--- src/rtl/dm_lsu_pkg.sv ---
// dm_lsu_pkg: request size codes and FSM state encoding shared by dm_lsu
package dm_lsu_pkg;
  localparam logic [1:0] SZ_B = 2'b00;
  localparam logic [1:0] SZ_H = 2'b01;
  localparam logic [1:0] SZ_W = 2'b10;
  localparam logic [1:0] SZ_RSV = 2'b11;
  typedef enum logic [2:0] {IDLE, LOAD, RMW_RD, WR, RESP, ERR} state_t;
endpackage

--- src/rtl/dm_lsu_if.sv ---
// dm_lsu_if: req_* handshake and rsp_* completion between MEM stage (master) and dm_lsu (slave)
interface dm_lsu_if #(parameter int ADDR_W = 10);
  logic req_valid, req_ready, req_we, req_signed, rsp_valid, rsp_err;
  logic [1:0] req_size;
  logic [ADDR_W+1:0] req_addr;
  logic [31:0] req_wdata, rsp_rdata;
  modport master(
    output req_valid, req_we, req_size, req_signed, req_addr, req_wdata,
    input req_ready, rsp_valid, rsp_rdata, rsp_err
  );
  modport slave(
    input req_valid, req_we, req_size, req_signed, req_addr, req_wdata,
    output req_ready, rsp_valid, rsp_rdata, rsp_err
  );
endinterface

--- src/rtl/dm_lsu_lane.sv ---
// dm_lsu_lane: combinational lane logic; word/off/size/sgn -> ld (extracted, extended), word/wdata/off/size -> st (merged)
module dm_lsu_lane
  import dm_lsu_pkg::*;
(
  input  logic [31:0] word,
  input  logic [31:0] wdata,
  input  logic [1:0]  off,
  input  logic [1:0]  size,
  input  logic        sgn,
  output logic [31:0] ld,
  output logic [31:0] st
);
  function automatic logic [31:0] extract(input logic [31:0] w, input logic [1:0] o, input logic [1:0] s, input logic sg);
    logic [7:0] b;
    logic [15:0] h;
    b = w[{o, 3'b000} +: 8];
    h = o[1] ? w[31:16] : w[15:0];
    return s == SZ_B ? {{24{sg & b[7]}}, b} : s == SZ_H ? {{16{sg & h[15]}}, h} : w;
  endfunction
  function automatic logic [31:0] merge(input logic [31:0] w, input logic [31:0] d, input logic [1:0] o, input logic [1:0] s);
    logic [31:0] r;
    r = w;
    if (s == SZ_B) r[{o, 3'b000} +: 8] = d[7:0];
    else if (s == SZ_H) r[{o[1], 4'b0000} +: 16] = d[15:0];
    else r = d;
    return r;
  endfunction
  assign ld = extract(word, off, size, sgn);
  assign st = merge(word, wdata, off, size);
endmodule

--- src/rtl/dm_lsu.sv ---
// dm_lsu: load/store initiator for word-only dm_1k (clk, rst_n, bus: req/rsp slave, dm_*: memory); DM_LSU_ERR_EN enables misaligned/reserved-size errors
module dm_lsu
  import dm_lsu_pkg::*;
#(
  parameter int ADDR_W = 10
) (
  input  logic              clk,
  input  logic              rst_n,
  dm_lsu_if.slave           bus,
  output logic [ADDR_W-1:0] dm_addr,
  output logic [31:0]       dm_din,
  output logic              dm_we,
  input  logic [31:0]       dm_dout
);
  state_t state;
  logic [ADDR_W-1:0] addr_q;
  logic [1:0] off_q, size_q, sz, off;
  logic sgn_q, bad;
  logic [31:0] wbuf, ld, st;
`ifdef DM_LSU_ERR_EN
  assign sz = bus.req_size;
  assign off = bus.req_addr[1:0];
  assign bad = sz == SZ_RSV || (sz == SZ_H && off[0]) || (sz == SZ_W && off != 2'b00);
`else
  assign sz = bus.req_size == SZ_RSV ? SZ_W : bus.req_size;
  assign off = sz == SZ_B ? bus.req_addr[1:0] : sz == SZ_H ? {bus.req_addr[1], 1'b0} : 2'b00;
  assign bad = 1'b0;
`endif
  assign bus.req_ready = state == IDLE;
  assign dm_addr = (state == LOAD || state == RMW_RD || state == WR) ? addr_q : '0;
  assign dm_din = state == WR ? wbuf : '0;
  assign dm_we = state == WR && rst_n;
  dm_lsu_lane u_lane (
    .word(dm_dout),
    .wdata(wbuf),
    .off(off_q),
    .size(size_q),
    .sgn(sgn_q),
    .ld(ld),
    .st(st)
  );
  always_ff @(posedge clk)
    if (!rst_n) begin
      state <= IDLE;
      addr_q <= '0;
      off_q <= '0;
      size_q <= '0;
      sgn_q <= 1'b0;
      wbuf <= '0;
      bus.rsp_valid <= 1'b0;
      bus.rsp_rdata <= '0;
      bus.rsp_err <= 1'b0;
    end else begin
      bus.rsp_valid <= 1'b0;
      case (state)
        IDLE: if (bus.req_valid) begin
          addr_q <= bus.req_addr[ADDR_W+1:2];
          off_q <= off;
          size_q <= sz;
          sgn_q <= bus.req_signed;
          wbuf <= bus.req_wdata;
          state <= bad ? ERR : !bus.req_we ? LOAD : sz == SZ_W ? WR : RMW_RD;
        end
        LOAD: begin
          bus.rsp_rdata <= ld;
          bus.rsp_err <= 1'b0;
          bus.rsp_valid <= 1'b1;
          state <= RESP;
        end
        RMW_RD: begin
          wbuf <= st;
          state <= WR;
        end
        WR: begin
          bus.rsp_rdata <= '0;
          bus.rsp_err <= 1'b0;
          bus.rsp_valid <= 1'b1;
          state <= RESP;
        end
        ERR: begin
          bus.rsp_rdata <= '0;
          bus.rsp_err <= 1'b1;
          bus.rsp_valid <= 1'b1;
          state <= RESP;
        end
        default: state <= IDLE;
      endcase
    end
endmodule
--- src/flat_wrapper.sv ---
// flat-port wrapper written by rule: the top's interface ports become plain ports
module dm_lsu_flat import dm_lsu_pkg::*;
#(
  parameter int ADDR_W = 10
)
  (clk, rst_n, dm_addr, dm_din, dm_we, dm_dout, bus_req_valid, bus_req_we, bus_req_size, bus_req_signed, bus_req_addr, bus_req_wdata, bus_req_ready, bus_rsp_valid, bus_rsp_rdata, bus_rsp_err);
  dm_lsu_if #(.ADDR_W(ADDR_W)) bus_i ();
  input  logic clk;
  input  logic rst_n;
  output logic [ADDR_W-1:0] dm_addr;
  output logic [31:0] dm_din;
  output logic dm_we;
  input  logic [31:0] dm_dout;
  input wire logic [$bits(bus_i.req_valid)-1:0] bus_req_valid;
  input wire logic [$bits(bus_i.req_we)-1:0] bus_req_we;
  input wire logic [$bits(bus_i.req_size)-1:0] bus_req_size;
  input wire logic [$bits(bus_i.req_signed)-1:0] bus_req_signed;
  input wire logic [$bits(bus_i.req_addr)-1:0] bus_req_addr;
  input wire logic [$bits(bus_i.req_wdata)-1:0] bus_req_wdata;
  output wire logic [$bits(bus_i.req_ready)-1:0] bus_req_ready;
  output wire logic [$bits(bus_i.rsp_valid)-1:0] bus_rsp_valid;
  output wire logic [$bits(bus_i.rsp_rdata)-1:0] bus_rsp_rdata;
  output wire logic [$bits(bus_i.rsp_err)-1:0] bus_rsp_err;
  assign bus_i.req_valid = bus_req_valid;
  assign bus_i.req_we = bus_req_we;
  assign bus_i.req_size = bus_req_size;
  assign bus_i.req_signed = bus_req_signed;
  assign bus_i.req_addr = bus_req_addr;
  assign bus_i.req_wdata = bus_req_wdata;
  assign bus_req_ready = bus_i.req_ready;
  assign bus_rsp_valid = bus_i.rsp_valid;
  assign bus_rsp_rdata = bus_i.rsp_rdata;
  assign bus_rsp_err = bus_i.rsp_err;
  dm_lsu #(.ADDR_W(ADDR_W)) u_core (.clk(clk), .rst_n(rst_n), .bus(bus_i), .dm_addr(dm_addr), .dm_din(dm_din), .dm_we(dm_we), .dm_dout(dm_dout));
endmodule
--- config.mk ---
export PLATFORM = sky130hd
export DESIGN_NAME = dm_lsu_flat
export DESIGN_NICKNAME = d
export VERILOG_FILES = /design/src/rtl/dm_lsu_pkg.sv /design/src/rtl/dm_lsu_if.sv /design/src/rtl/dm_lsu_lane.sv /design/src/rtl/dm_lsu.sv /design/src/flat_wrapper.sv
export SDC_FILE = /design/constraint.sdc
export NUM_CORES = 1
export LEC_CHECK = 0
export CAP_MARGIN = 40
export CORE_MARGIN = 1
export CORE_UTILIZATION = 50
export CTS_CLUSTER_DIAMETER = 40
export DETAILED_ROUTE_END_ITERATION = 6
export GPL_ROUTABILITY_DRIVEN = 0
export PLACE_DENSITY = 0.87
export SYNTH_ARGS = -nofsm -noshare
export SYNTH_HDL_FRONTEND = slang
export SYNTH_SLANG_ARGS = --single-unit
export TNS_END_PERCENT = 10
--- constraint.sdc ---
create_clock -name clk -period 4.2 [get_ports clk]
set_clock_uncertainty 0.2 [all_clocks]
set_input_delay 0.63 -clock clk [delete_from_list [all_inputs] [get_ports clk]]
set_output_delay 0.63 -clock clk [all_outputs]
set_load 0.05 [all_outputs]
[Word level (Yosys, flattened, before mapping)]
Cells that the tools add are included.
W data, S select, Z words.
Operators by class
  add/subtract/negate cells: 2
  $mul: 0
  divide/modulo/power cells: 0
  order comparisons: 0
  equality and inequality tests: 10
  shifts and indexed selects: 5
  mux-type cells: 21
  bitwise logic cells: 2
  reduce and logical (&&, ||, !) cells: 14
Operators with widths (count)
  $mux W32: 6
  $pmux W32 S2: 2
  $bwmux W32: 2
  $shift A16 B7 Y32 const A: 1
  $shift A8 B7 Y32 const A: 1
  $shiftx A16 B7 Y32: 1
  $shiftx A32 B6 Y8: 1
  $shiftx A8 B7 Y32: 1
  $mux W16: 1
  $neg A5 Y7: 2
  $mux W10: 1
  $pmux W3 S3: 1
  $eq A3 B2 Y1 const B: 2
  $mux W2: 3
  $mux W3: 2
  $reduce_bool A2 Y1: 3
  $eq A2 B1 Y1 const B: 2
  $eq A2 B2 Y1 const B: 2
  $logic_not A2 Y1: 2
  $reduce_or A2 Y1: 2
  $eq A3 B1 Y1 const B: 1
  $eq A3 B3 Y1 const B: 1
  $logic_not A3 Y1: 1
  $ne A3 B3 Y1 const B: 1
  other kinds (9): 12
Storage, ports and cells
  register bits: 84
  bits in latches: 0
  memory bits (writable): 0
  ROM bits: 0
  input port bits: 83
  output and inout bits: 78
  memories: 0

[Logic depth before layout (Yosys ltp)]
Gate-level depths: netlist of run 1.
  depth after elaboration: 7
  gate-level depth with buffers: 10
  mapped depth without buffers: 6

[By module]
Synthesis of run 1 repeated with hierarchy kept, for this count alone.
Unflattened totals
  cell total of the unflattened synthesis: 659
  area total of the unflattened synthesis: 5596.6 sq um
Modules (own cells, without submodules)
  dm_lsu: times used 1, cells each 398, area an instance 3749.8 sq um, sequential area each 1681.6 sq um
  dm_lsu_lane: times used 1, cells each 261, area an instance 1846.8 sq um, sequential area each 0.0 sq um

[Least setup slack after synthesis of run 1]
Ideal clock, no wire load.
  path type: register to register
  from: register u_core.off_q[1]
  to: register u_core.wbuf[12]
  data arrival time: 2.333 ns
  required time: 3.919 ns
  path slack: 1.586 ns
  cell stages (with the launch flop): 9
  path buffers: 2
  clock period less this slack: 2.614 ns
  path through: dfxtp_1 > clkbuf_1 > buf_1 > inv_1 > ha_1 > nand4b_1 > nor4_1 > nand2_1 > a41oi_1
Between the ends
  longest elaborated chain between the ends: 6
  elaborated cells between the ends (all ways): 11
  those cells by class: 2 x add/sub; 4 x shift; 5 x mux
Ends and longest elaborated chain
  start, declared: RTL line dm_lsu.sv:17  | logic [1:0] off_q, size_q, sz, off;
  start signal, assigned: RTL line dm_lsu.sv:46  | off_q <= '0;
  start signal, assigned: RTL line dm_lsu.sv:58  | off_q <= off;
  $neg A5 Y7: RTL line dm_lsu_lane.sv:24  | else if (s == SZ_H) r[{o[1], 4'b0000} +: 16] = d[15:0];
  $shiftx A16 B7 Y32 / $shift A16 B7 Y32 (equally long branches): RTL line dm_lsu_lane.sv:24
  $bwmux W32: RTL line dm_lsu_lane.sv:24
  $mux W32: RTL line dm_lsu_lane.sv:24
  $mux W32 *: RTL line dm_lsu_lane.sv:23  | if (s == SZ_B) r[{o, 3'b000} +: 8] = d[7:0];
  $pmux W32 S2 *: RTL line dm_lsu.sv:55  | case (state)
  end signal, assigned: RTL line dm_lsu.sv:61  | wbuf <= bus.req_wdata;
  end signal, assigned: RTL line dm_lsu.sv:71  | wbuf <= st;
  end, declared: RTL line dm_lsu.sv:19  | logic [31:0] wbuf, ld, st;
Mark *: on every way between the ends. The rest lies on a longest branch, timed or not. The select of a mux whose other input is x is not followed.
A chain may end at the register's enable or synchronous reset.

[Worst setup path in the final report of run 1]
  from: register u_core.state[0]
  to: output port dm_addr[5]
Between the ends
  longest elaborated chain between the ends: 4
  elaborated cells between the ends (all ways): 6
  those cells by class: 3 x eq/ne; 1 x mux; 2 x reduce/logical
Ends and longest elaborated chain
  start, declared: RTL line dm_lsu.sv:15  | state_t state;
  start signal, assigned: RTL line dm_lsu.sv:62  | state <= bad ? ERR : !bus.req_we ? LOAD : sz == SZ_W ? WR : RMW_RD;
  $eq A3 B1 Y1 / $eq A3 B2 Y1 (equally long branches): RTL line dm_lsu.sv:30  | assign dm_addr = (state == LOAD || state == RMW_RD || state == WR) ? addr_q : '0;
  $logic_or A1 B1 Y1: RTL line dm_lsu.sv:30
  $logic_or A1 B1 Y1 *: RTL line dm_lsu.sv:30
  $mux W10 *: RTL line dm_lsu.sv:30
  end, declared: RTL line flat_wrapper.sv:10  | output logic [ADDR_W-1:0] dm_addr;
Mark *: on every way between the ends. The rest lies on a longest branch, timed or not.

==> results of run 1 <==
-- worst max-delay path, cell delays in order (launching register included) --
cell	delay [ns]
dfxtp_1	0.50
nor2_1	0.08
nor2_1	0.41
and2_1	0.21
clkdlybuf4s50_1	0.82
-- per-layer routing --
layer  GRT usage, %  wire length [um]
met5              0                 0
met4           20.1               817
met2           55.2              7700
met1           45.5              6690
met3           8.94              2180
-- per-stage QoR --
stage	instance area [um^2]	hold slack (ns)	power, mW
floorplan	4690	0.232	1.25
global placement	6290	0.238	1.45
detailed placement	6290	0.249	1.47
CTS	6490	0.261	2.06
global route	6500	0.286	2.15
finish	6500	0.262	2.08
-- synthesized netlist by cell type, types with 2 or more instances --
library cell,count
a211oi_1,9
a211oi_2,9
a21oi_1,38
a221o_1,24
a221oi_1,2
a22o_1,15
a22oi_1,8
a2bb2oi_1,7
a311o_1,7
a31oi_1,8
a41oi_1,14
and2_1,10
and3_1,35
buf_1,8
buf_2,7
buf_6,4
clkbuf_1,32
dfxtp_1,84
ha_1,5
inv_1,13
mux4_2,8
nand2_1,85
nand2b_1,5
nand3_1,3
nand3b_1,2
nand4b_1,2
nor2_1,21
nor2b_1,2
nor3_1,2
nor4_1,3
o211ai_1,2
o21a_1,9
o21ai_0,45
o22ai_1,18
or2_2,2
-- cell families (layout without fill, tap and decap cells) --
logic type	Yosys count	count (layout)	share of synthesized area (%)
muxes	9	9	4.06
DFF	84	84	35.9
buffers and inverters	66	205	6.11
adders and majority gates	5	5	1.33
and+or+nand+nor	179	179	18.6
AOI/OAI and AO/OA	220	220	34.0
-- placed cells by master, fill, tap and decap left out, types with 13 or more instances in the layout --
| master | synthesis | final |
|---|---|---|
| a41oi_1 | 14 | 14 |
| a221o_1 | 24 | 24 |
| clkdlybuf4s50_1 | 0 | 160 |
| o21ai_0 | 45 | 45 |
| a22o_1 | 15 | 15 |
| and3_1 | 35 | 35 |
| nor2_1 | 21 | 21 |
| nand2_1 | 85 | 85 |
| dfxtp_1 | 84 | 84 |
| a21oi_1 | 38 | 37 |
| o22ai_1 | 18 | 18 |
| inv_1 | 13 | 13 |
-- registers in the layout, indices dropped and copies added, names as in the netlist --
signal                count
u_core.off_q              2
u_core.size_q             2
u_core.addr_q            10
u_core.bus.rsp_rdata     32
u_core.state              3
u_core.wbuf              32
u_core.bus.rsp_valid      1
u_core.bus.rsp_err        1
u_core.sgn_q              1
-- final cells by class --
type	instances	area share [%]
multi-input combinational	413	41.9
timing repair buffer	174	26.2
sequential	84	25.9
tap	108	2.08
clock buffer	9	1.91
clock inverter	7	1.16
inverter	15	0.867
-- final timing paths --
path,slack [ns],end,from
worst min-delay path,0.26,u_core.addr_q[7]$_SDFFE_PN0P_,u_core.addr_q[7]$_SDFFE_PN0P_
worst max register to register,1.22,u_core.wbuf[14]$_SDFFE_PN0P_,u_core.size_q[0]$_SDFFE_PN0P_
worst min register to register,0.26,u_core.addr_q[7]$_SDFFE_PN0P_,u_core.addr_q[7]$_SDFFE_PN0P_
worst max-delay path,0.98,dm_addr[5],u_core.state[0]$_SDFFE_PN0N_
-- power by group through the flow --
stage	registers [mW]	clock network (mW)	logic [mW]
final	0.929	0.607	0.547
after global routing	0.933	0.641	0.578
after CTS	0.922	0.604	0.534
after detailed placement	0.939	0	0.530
after global placement	0.940	0	0.512
after floorplan	0.953	0	0.297
==> results.env, run 1 <==
RUN_STATUS='finished clean'
REG2REGPATHDEPTH=4
MAX_FREQ_MHz=310
P_INT_mW=1.36
MIN-DELAY-PATH-CLASS='flop to flop'
VIA_PER_INST=6.68
FINALSETUPVIOLATIONS=0
SYN-INSTANCE-COUNT=563
CRITICAL_PATH_CLASS='flop to primary output'
HOLD_VIOLATIONS=0
WORSTSETUPENDPOINTTYPE='primary output'
CTS_INSERTED_BUFFERS=9
CTS_ROOT_BUFFER='clkbuf_8'
CELL_ROW_COUNT=34
SETUP_REPAIR_AFTER_GLOBAL_ROUTING_MISSED_ITS_MARGIN='false'
START_UTIL_PCT=52.7
CLK-INSERTION-DELAY-LATE_NS=0.37
WORST_SLEW_MARGIN_RELATIVE_TO_ITS_LIMIT_PCT=33.5
FLOORPLAN.DIE.HEIGHT_UM=98.8
SYNTH.YOSYS.WARNINGS=0
PLACED_CELLS_INCL_TAPS=793
WIRE_LENGTH_OF_THE_FIRST_GLOBAL_ROUTING_PASS_MM=27.0
NUMBER_OF_NETS_STILL_FAILING_ANTENNA_CHECKS_AFTER_ROUTING=0
YS_SEQ_AREA_SHARE_PCT=35.9
LAYOUT.CORE_UTILIZATION_PCT=73.1
FINAL_SETUP_SLACK_OF_THE_WORST_PATH_NS=0.975
CTSRESIZECOUNT=0
GRT_ANTENNA_BEFORE_REPAIR=0
CTS_NUM_SINKS=84
MAXIMUM_NUMBER_OF_PINS_ON_ONE_NET_BEFORE_GLOBAL_ROUTE_REPAIR=38
WHS_PATH_DEPTH=2
DRT-TOTAL-WL_MM=17.4
MAXCAPVIOLATIONS=0
CRITPATHARRIVALTIME_NS=2.39
SYNTH-EDFF-COUNT=0
DETAILEDPLACEMENTHPWL_MM=12.1
FRACTION_OF_REGISTERS_WITH_ASYNC_SET_RESET_PCT=0
FLOORPLAN.CORE_AREA_MM2=0.00889
VDD.IR_DROP.WORST_mV=0.318
REMAINING_DRC_ERRORS=0
CTS.PATH.MAX_BUFFERS=2
CTS_TREE='yes'
CRITICAL_PATH_REQUIRED_NS=3.37
POWER.DENSITY_CELL_AREA_mW_PER_MM2=321
SYNTH.TOP_CELLS.BY_AREA='dfxtp_1 (36%), nand2_1 (6.8%), a221o_1 (5.1%)'
SWITCHING_SHARE_OF_POWER_PCT=34.6
LAYOUT-DRIVE-GT1-SHARE_PCT=7.98
PATH_MAX_FANOUT=11
NUM_VIAS=5412
SYN-CELL-AREA_MM2=0.00469
TIMING_MAX_TRANSITION_VIOLATIONS_FINAL=0
DIE_AREA_MM2=0.00977
STATIC-LEAKAGE-POWER_nW=2.37
WORST_SETUP_HOLD_PATH_CLK_SLEW_NS=0.09
AREA.GROWTH.SYNTH_TO_FINAL_PCT=38.6
PLACE_WORST_SETUP_SLACK_NS=1.16
SYN_NETS=651
FP.DIEW_UM=98.8
TIMING_WORST_SLEW_PIN_VALUE_NS=0.996
PERIOD_NEEDED_NS=3.22
TIMING.CRITICAL_PATH.FROM_TYPE='flop'
NUM_ANTENNA_CELLS=0
DETAILEDROUTE.FIRSTITERATIONVIOLATIONS=643
CLOCK_POWER_SHARE_PCT=29.1
GRT_PASS1_VIAS=5125
TOP_LEVEL_PORTS=161
AVGROUTEDWIREPERCELL_UM=21.5
SEQ_AREA_MM2=0.00168
POWER.COMBINATIONAL.FRACTION_PCT=26.3
POSTCTSSETUPREPAIRBUFS=0
CLOCK_TREE.HTREE_LEVEL_COUNT=3
GRT_OVERFLOW_TOTAL=0
LAYOUTNONFILLERINSTCOUNT=810
FINAL.FILL_COUNT=680
FINALNETCOUNT=785
SETUP-TNS-FINAL_NS=0
DRT_PRE_ANTENNA_ITERS=5
SYNTH_AREA_PER_CELL_UM2=8.33
POST_SYNTH_NUM_CELL_TYPES=50
SYNTH_AREA_LEADER_CELL='dfxtp_1'
BUFFER_PORTS.INSERTED=160
SYNTH-SEQ-CELLS=84
SYNTH_TOP_FLOP_CELL='dfxtp_1'
POST-ROUTE-PERIOD-UTIL_PCT=76.8
YOSYS.AREA.TOP_TYPE_SHARE_PCT=35.9
SHARE_SEQ_OF_TOTAL_POWER_PCT=44.6
CTS_HOLD_BUFFERS=0
GRT_USAGE_PCT=35.7
MULTIINPUTGATEAREA_MM2=0.00272
POWER_SWITCHING_mW=0.720
Note: power is estimated with default switching activity, not from simulation.
==> run 2, diff against run 1 <==
Settings changed: CORE_UTILIZATION 50 to 46, PLACE_DENSITY 0.87 to 0.81.
Clock period 4.2 ns to 3.29 ns, I/O delays scaled along.
==> run 2 against run 1 <==
  * Non-clock buffer count is 3 higher
  * Hold slack hardly changed
  * Register-to-register slack worse by 0.74 ns
  * Cell area is 5.1% higher
  * Largest cell class unchanged
  * Worst setup slack worse by 0.58 ns
  * First-iteration DRC count is 13% lower
  * Critical path type unchanged
  * Final cell count is 3.3% higher
  * Core utilization is 3.5 points lower
  * Combinational power is 28% higher
  * Critical path depth is 1 lower
==> results.env, run 2 (synthesis results as in run 1) <==
CRITICAL_PATH_CLASS='flop to primary output'
STATIC-LEAKAGE-POWER_nW=2.56
SEQ_AREA_MM2=0.00168
TIMING.CRITICAL_PATH.FROM_TYPE='flop'
CTSRESIZECOUNT=0
FINALSETUPVIOLATIONS=0
NUM_ANTENNA_CELLS=0
SWITCHING_SHARE_OF_POWER_PCT=34.2
FINALNETCOUNT=788
SHARE_SEQ_OF_TOTAL_POWER_PCT=46.2
DETAILEDPLACEMENTHPWL_MM=12.6
FLOORPLAN.DIE.HEIGHT_UM=103
BIGGESTREGSBYFLOPS='u_core.bus.rsp_rdata: 32 flops, u_core.wbuf: 32 flops, u_core.addr_q: 10 flops'
CELL_ROW_COUNT=36
GRT_ANTENNA_BEFORE_REPAIR=0
FINAL.FILL_COUNT=788
GRT_USAGE_PCT=32.9
LAYOUT.CORE_UTILIZATION_PCT=69.5
MULTIINPUTGATEAREA_MM2=0.00272
CLOCK_POWER_SHARE_PCT=26.3
GRT_PASS1_VIAS=4952
START_UTIL_PCT=47.7
MAXCAPVIOLATIONS=0
CTS.PATH.MAX_BUFFERS=2
CTS_HOLD_BUFFERS=0
PERIOD_NEEDED_NS=2.89
CLK-INSERTION-DELAY-LATE_NS=0.36
POWER_SWITCHING_mW=0.875
CTS_NUM_SINKS=84
VDD.IR_DROP.WORST_mV=0.263
WORSTSETUPENDPOINTTYPE='primary output'
DESIGN_AREA_MM2=0.00683
MAX_FREQ_MHz=345
HOLD_VIOLATIONS=0
WORST_SETUP_HOLD_PATH_CLK_SLEW_NS=0.09
CTS_TREE='yes'
DETAILEDROUTE.FIRSTITERATIONVIOLATIONS=559
POSTCTSSETUPREPAIRBUFS=0
FP.DIEW_UM=103
LAYOUTNONFILLERINSTCOUNT=837
POWER.COMBINATIONAL.FRACTION_PCT=27.5
WIRE_LENGTH_OF_THE_FIRST_GLOBAL_ROUTING_PASS_MM=26.4
TOP_LEVEL_PORTS=161
CRITICAL_PATH_REQUIRED_NS=2.60
TIMING_WORST_SLEW_PIN_VALUE_NS=0.818
CTS_INSERTED_BUFFERS=9
CTS_ROOT_BUFFER='clkbuf_8'
FLOORPLAN.CORE_AREA_MM2=0.00982
POST_DP_CELL_AREA_MM2=0.00666
P_INT_mW=1.68
PLACED_CELLS_INCL_TAPS=822
REPORT.POWER.TOTAL_mW=2.56
CLOCK_TREE.HTREE_LEVEL_COUNT=3
PATH_MAX_FANOUT=13
VIA_PER_INST=6.29
MOST_COMMON_CELL_AFTER_LAYOUT_FILL_AND_TAPS_ASIDE='clkdlybuf4s50_1'
MAXIMUM_NUMBER_OF_PINS_ON_ONE_NET_BEFORE_GLOBAL_ROUTE_REPAIR=38
AVGROUTEDWIREPERCELL_UM=20.4
TIMING_MAX_TRANSITION_VIOLATIONS_FINAL=0
NUM_VIAS=5265
DIE_AREA_MM2=0.0106
LAYOUT_COMMON_CELLS='clkdlybuf4s50_1 (117), nand2_1 (85), dfxtp_1 (84)'
LAYOUT-DRIVE-GT1-SHARE_PCT=14.2
BUFFER_PORTS.INSERTED=160
MIN-DELAY-PATH-CLASS='flop to flop'
DRT_PRE_ANTENNA_ITERS=7
CRITPATHARRIVALTIME_NS=2.20
NUMBER_OF_NETS_STILL_FAILING_ANTENNA_CHECKS_AFTER_ROUTING=0
GRT_OVERFLOW_TOTAL=0
SETUP-TNS-FINAL_NS=0
SETUP_REPAIR_AFTER_GLOBAL_ROUTING_MISSED_ITS_MARGIN='false'
REMAINING_DRC_ERRORS=0
POWER.DENSITY_CELL_AREA_mW_PER_MM2=374
DRT-TOTAL-WL_MM=17.0
AREA.GROWTH.SYNTH_TO_FINAL_PCT=45.7
WORST_SLEW_MARGIN_RELATIVE_TO_ITS_LIMIT_PCT=45.1
POST-ROUTE-PERIOD-UTIL_PCT=88.0
RUN_STATUS='finished clean'
[run 2: worst paths after layout]
| check | slack (ns) | cells past startpoint | endpoint | from |
|---|---|---|---|---|
| setup / recovery | 0.40 | 3 | bus_req_ready | u_core.state[0]$_SDFFE_PN0N_ |
| hold reg to reg | 0.26 | 2 | u_core.addr_q[5]$_SDFFE_PN0P_ | u_core.addr_q[5]$_SDFFE_PN0P_ |
| hold / removal | 0.26 | 2 | u_core.addr_q[5]$_SDFFE_PN0P_ | u_core.addr_q[5]$_SDFFE_PN0P_ |
| setup reg to reg | 0.48 | 6 | u_core.wbuf[17]$_SDFFE_PN0P_ | u_core.state[1]$_SDFFE_PN0N_ |
[run 2: routing by layer]
layer,vias up,wire length (um),share of wire [%],GRT usage [%]
li1,2391,-,-,-
met1,2461,6740,40,42.8
met2,333,7690,45,50.8
met3,80,1870,11,7.93
met4,0,741,4.3,17.1
met5,-,0,0,0
[run 2: through the flow]
stage | worst slack (ns) | hold slack, ns
after floorplan | 0.676 | 0.232
after global placement | 0.574 | 0.241
after detailed placement | 0.312 | 0.246
after CTS | 0.414 | 0.259
after global routing | 0.320 | 0.285
final | 0.395 | 0.262
[run 2: layout make-up]
class	count	share of cell area, %
flip-flops and latches	84	24.6
clock buffers	11	2.07
repair buffers	177	29.8
multi-input cells	413	39.9
clock inverters	4	0.385
inverters	15	0.824
well taps	133	2.44
[run 2: worst max-delay path, cell delays in order, from the launching register on]
cell and delay, ns:
dfxtp_1 0.43, or2_2 0.46, nor2_1 0.13, clkdlybuf4s50_1 0.82
[run 2: power groups by stage]
stage                     clock network, mW  logic, mW  registers [mW]
final                                 0.672      0.702            1.18
after CTS                             0.664      0.688            1.18
after detailed placement                  0      0.686            1.20
after global routing                  0.719      0.751            1.19
after floorplan                           0      0.379            1.22
after global placement                    0      0.664            1.20
==> run 3, diff against run 2 <==
Settings changed: MAX_ROUTING_LAYER set to met4.
==> run 3 against run 2 <==
  * Routed wire length up 0.35%
  * Register-to-register slack hardly changed
  * First-iteration DRC count grew 6.3%
  * Sequential share of layout area unchanged
  * Largest cell class unchanged
  * Power barely moved
  * Cell area did not move
==> results.env, run 3 (synthesis results as in run 1) <==
RUN_STATUS='finished clean'
POSTCTSSETUPREPAIRBUFS=0
WIRE_LENGTH_OF_THE_FIRST_GLOBAL_ROUTING_PASS_MM=26.4
AREA.GROWTH.SYNTH_TO_FINAL_PCT=45.7
FLOORPLAN.CORE_AREA_MM2=0.00982
CTS.PATH.MAX_BUFFERS=2
LAYOUT_COMMON_CELLS='clkdlybuf4s50_1 (117), nand2_1 (85), dfxtp_1 (84)'
WORST_SLEW_MARGIN_RELATIVE_TO_ITS_LIMIT_PCT=43.3
TOP_LEVEL_PORTS=161
GRT_OVERFLOW_TOTAL=0
CTS_NUM_SINKS=84
GRT_USAGE_PCT=34.0
FIN_HOLD_WS_NS=0.259
FP.DIEW_UM=103
CTS_TREE='yes'
SETUP_REPAIR_AFTER_GLOBAL_ROUTING_MISSED_ITS_MARGIN='false'
REGTOREGSTARTPOINT='u_core.state[1]$_SDFFE_PN0N_'
WORST-R2R-SETUP-SLACK_NS=0.49
GRT_PASS1_VIAS=4948
POWER.DENSITY_CELL_AREA_mW_PER_MM2=374
MAXCAPVIOLATIONS=0
REG2REGPATHDEPTH=6
MOST_COMMON_CELL_AFTER_LAYOUT_FILL_AND_TAPS_ASIDE='clkdlybuf4s50_1'
SLOWEST_STAGE='clkdlybuf4s50_1'
CRITICAL_PATH_REQUIRED_NS=2.60
MAX_FREQ_MHz=345
CRITICAL-PATH-MAX-STAGE-DELAY_NS=0.82
VIA_PER_INST=6.35
CRIT_PATH_CELL_TRACE='or2_2, nor2_1, clkdlybuf4s50_1'
CTSRESIZECOUNT=0
PLACE_WORST_SETUP_SLACK_NS=0.312
DRT-TOTAL-WL_MM=17.1
NUMBER_OF_NETS_STILL_FAILING_ANTENNA_CHECKS_AFTER_ROUTING=0
CLOCK_TREE.HTREE_LEVEL_COUNT=3
TIMING_WORST_SLEW_PIN_VALUE_NS=0.844
SETUP-TNS-FINAL_NS=0
LAYOUT-DRIVE-GT1-SHARE_PCT=14.2
MAXIMUM_NUMBER_OF_PINS_ON_ONE_NET_BEFORE_GLOBAL_ROUTE_REPAIR=38
NUM_ANTENNA_CELLS=0
CTS_ROOT_BUFFER='clkbuf_8'
DETAILEDROUTE.FIRSTITERATIONVIOLATIONS=594
PATH_MAX_FANOUT=13
CELL_ROW_COUNT=36
FINALSETUPVIOLATIONS=0
AVGROUTEDWIREPERCELL_UM=20.4
START_UTIL_PCT=47.7
HOLD_VIOLATIONS=0
WORST_SETUP_HOLD_PATH_CLK_SLEW_NS=0.09
POST-ROUTE-PERIOD-UTIL_PCT=88.0
WORSTSETUPENDPOINTTYPE='primary output'
VDD.IR_DROP.WORST_mV=0.263
CP_ENDPOINT='bus_req_ready'
PERIOD_NEEDED_NS=2.90
TIMING_MAX_TRANSITION_VIOLATIONS_FINAL=0
DETAILEDPLACEMENTHPWL_MM=12.6
DRT_PRE_ANTENNA_ITERS=6
R2R_PATH_END='u_core.wbuf[17]$_SDFFE_PN0P_'
GRT_ANTENNA_BEFORE_REPAIR=0
FINAL_SETUP_SLACK_OF_THE_WORST_PATH_NS=0.393
FINALNETCOUNT=788
DIE_AREA_MM2=0.0106
CTS_HOLD_BUFFERS=0
MIN-DELAY-PATH-CLASS='flop to flop'
CRITICAL_PATH_CLASS='flop to primary output'
REPORT.POWER.TOTAL_mW=2.56
CTS_INSERTED_BUFFERS=9
FLOORPLAN.DIE.HEIGHT_UM=103
BUFFER_PORTS.INSERTED=160
WORSTPATHBUFFERINVERTERCOUNT=1
CLK-INSERTION-DELAY-LATE_NS=0.36
NUM_VIAS=5311
CPLARGESTDELAYFAMILY='buffers and inverters'
CRITPATHARRIVALTIME_NS=2.20
STATIC-LEAKAGE-POWER_nW=2.56
BIGGESTREGSBYFLOPS='u_core.bus.rsp_rdata: 32 flops, u_core.wbuf: 32 flops, u_core.addr_q: 10 flops'
CRIT_PATH_START='u_core.state[0]$_SDFFE_PN0N_'
WORST-PATH-STAGES=3
REMAINING_DRC_ERRORS=0
TIMING.CRITICAL_PATH.FROM_TYPE='flop'
[run 3: area by class of cell]
class	instances	area [um^2]
fillers	788	2990
multi-input cells	413	2720
clock inverters	4	26.3
well taps	133	166
inverters	15	56.3
flip-flops and latches	84	1680
repair buffers	177	2030
clock buffers	11	141
[run 3: metal layers]
| metal | vias up | part of all wire [%] | GRT usage [%] |
|---|---|---|---|
| met5 | - | 0 | - |
| met4 | 0 | 4.1 | 17.4 |
| met3 | 77 | 11 | 7.80 |
| met2 | 379 | 45 | 50.8 |
| met1 | 2458 | 39 | 42.8 |
| li1 | 2397 | - | - |
[run 3: report_power, final]
part | internal, mW | switching (mW) | leakage [nW]
combinational | 0.293 | 0.409 | 1.78
sequential | 1.10 | 0.0828 | 0.688
clock | 0.290 | 0.382 | 0.0852
total | 1.68 | 0.874 | 2.56
[run 3: worst min path at each step]
| stage | end | depth (start not counted) | slack [ns] | start |
|---|---|---|---|---|
| floorplan | u_core.addr_q[0]$_SDFFE_PN0P_ | 2 | 0.23 | u_core.addr_q[0]$_SDFFE_PN0P_ |
| detailed placement | u_core.bus.rsp_rdata[6]$_SDFFE_PN0P_ | 2 | 0.25 | u_core.bus.rsp_rdata[6]$_SDFFE_PN0P_ |
| global route | u_core.addr_q[1]$_SDFFE_PN0P_ | 2 | 0.29 | u_core.addr_q[1]$_SDFFE_PN0P_ |
| finish | u_core.addr_q[5]$_SDFFE_PN0P_ | 2 | 0.26 | u_core.addr_q[5]$_SDFFE_PN0P_ |
| CTS | u_core.addr_q[0]$_SDFFE_PN0P_ | 2 | 0.26 | u_core.addr_q[0]$_SDFFE_PN0P_ |
| global placement | u_core.addr_q[4]$_SDFFE_PN0P_ | 2 | 0.24 | u_core.addr_q[4]$_SDFFE_PN0P_ |
[run 3: per-stage QoR]
step	area, um^2	std cells	utilization [%]
after floorplan	4690	563	-
after global placement	6660	822	67.8
after detailed placement	6660	822	67.8
after CTS	6830	837	69.5
after global routing	6830	837	69.5
final	6830	837	69.5
[run 3: worst register-to-register path: cells and delay by family, from the launching register on]
kind,cells,cell delay [ns]
simple gates,1,0.66
buf+inv,2,0.63
compound gates,3,0.68
flops,1,0.48
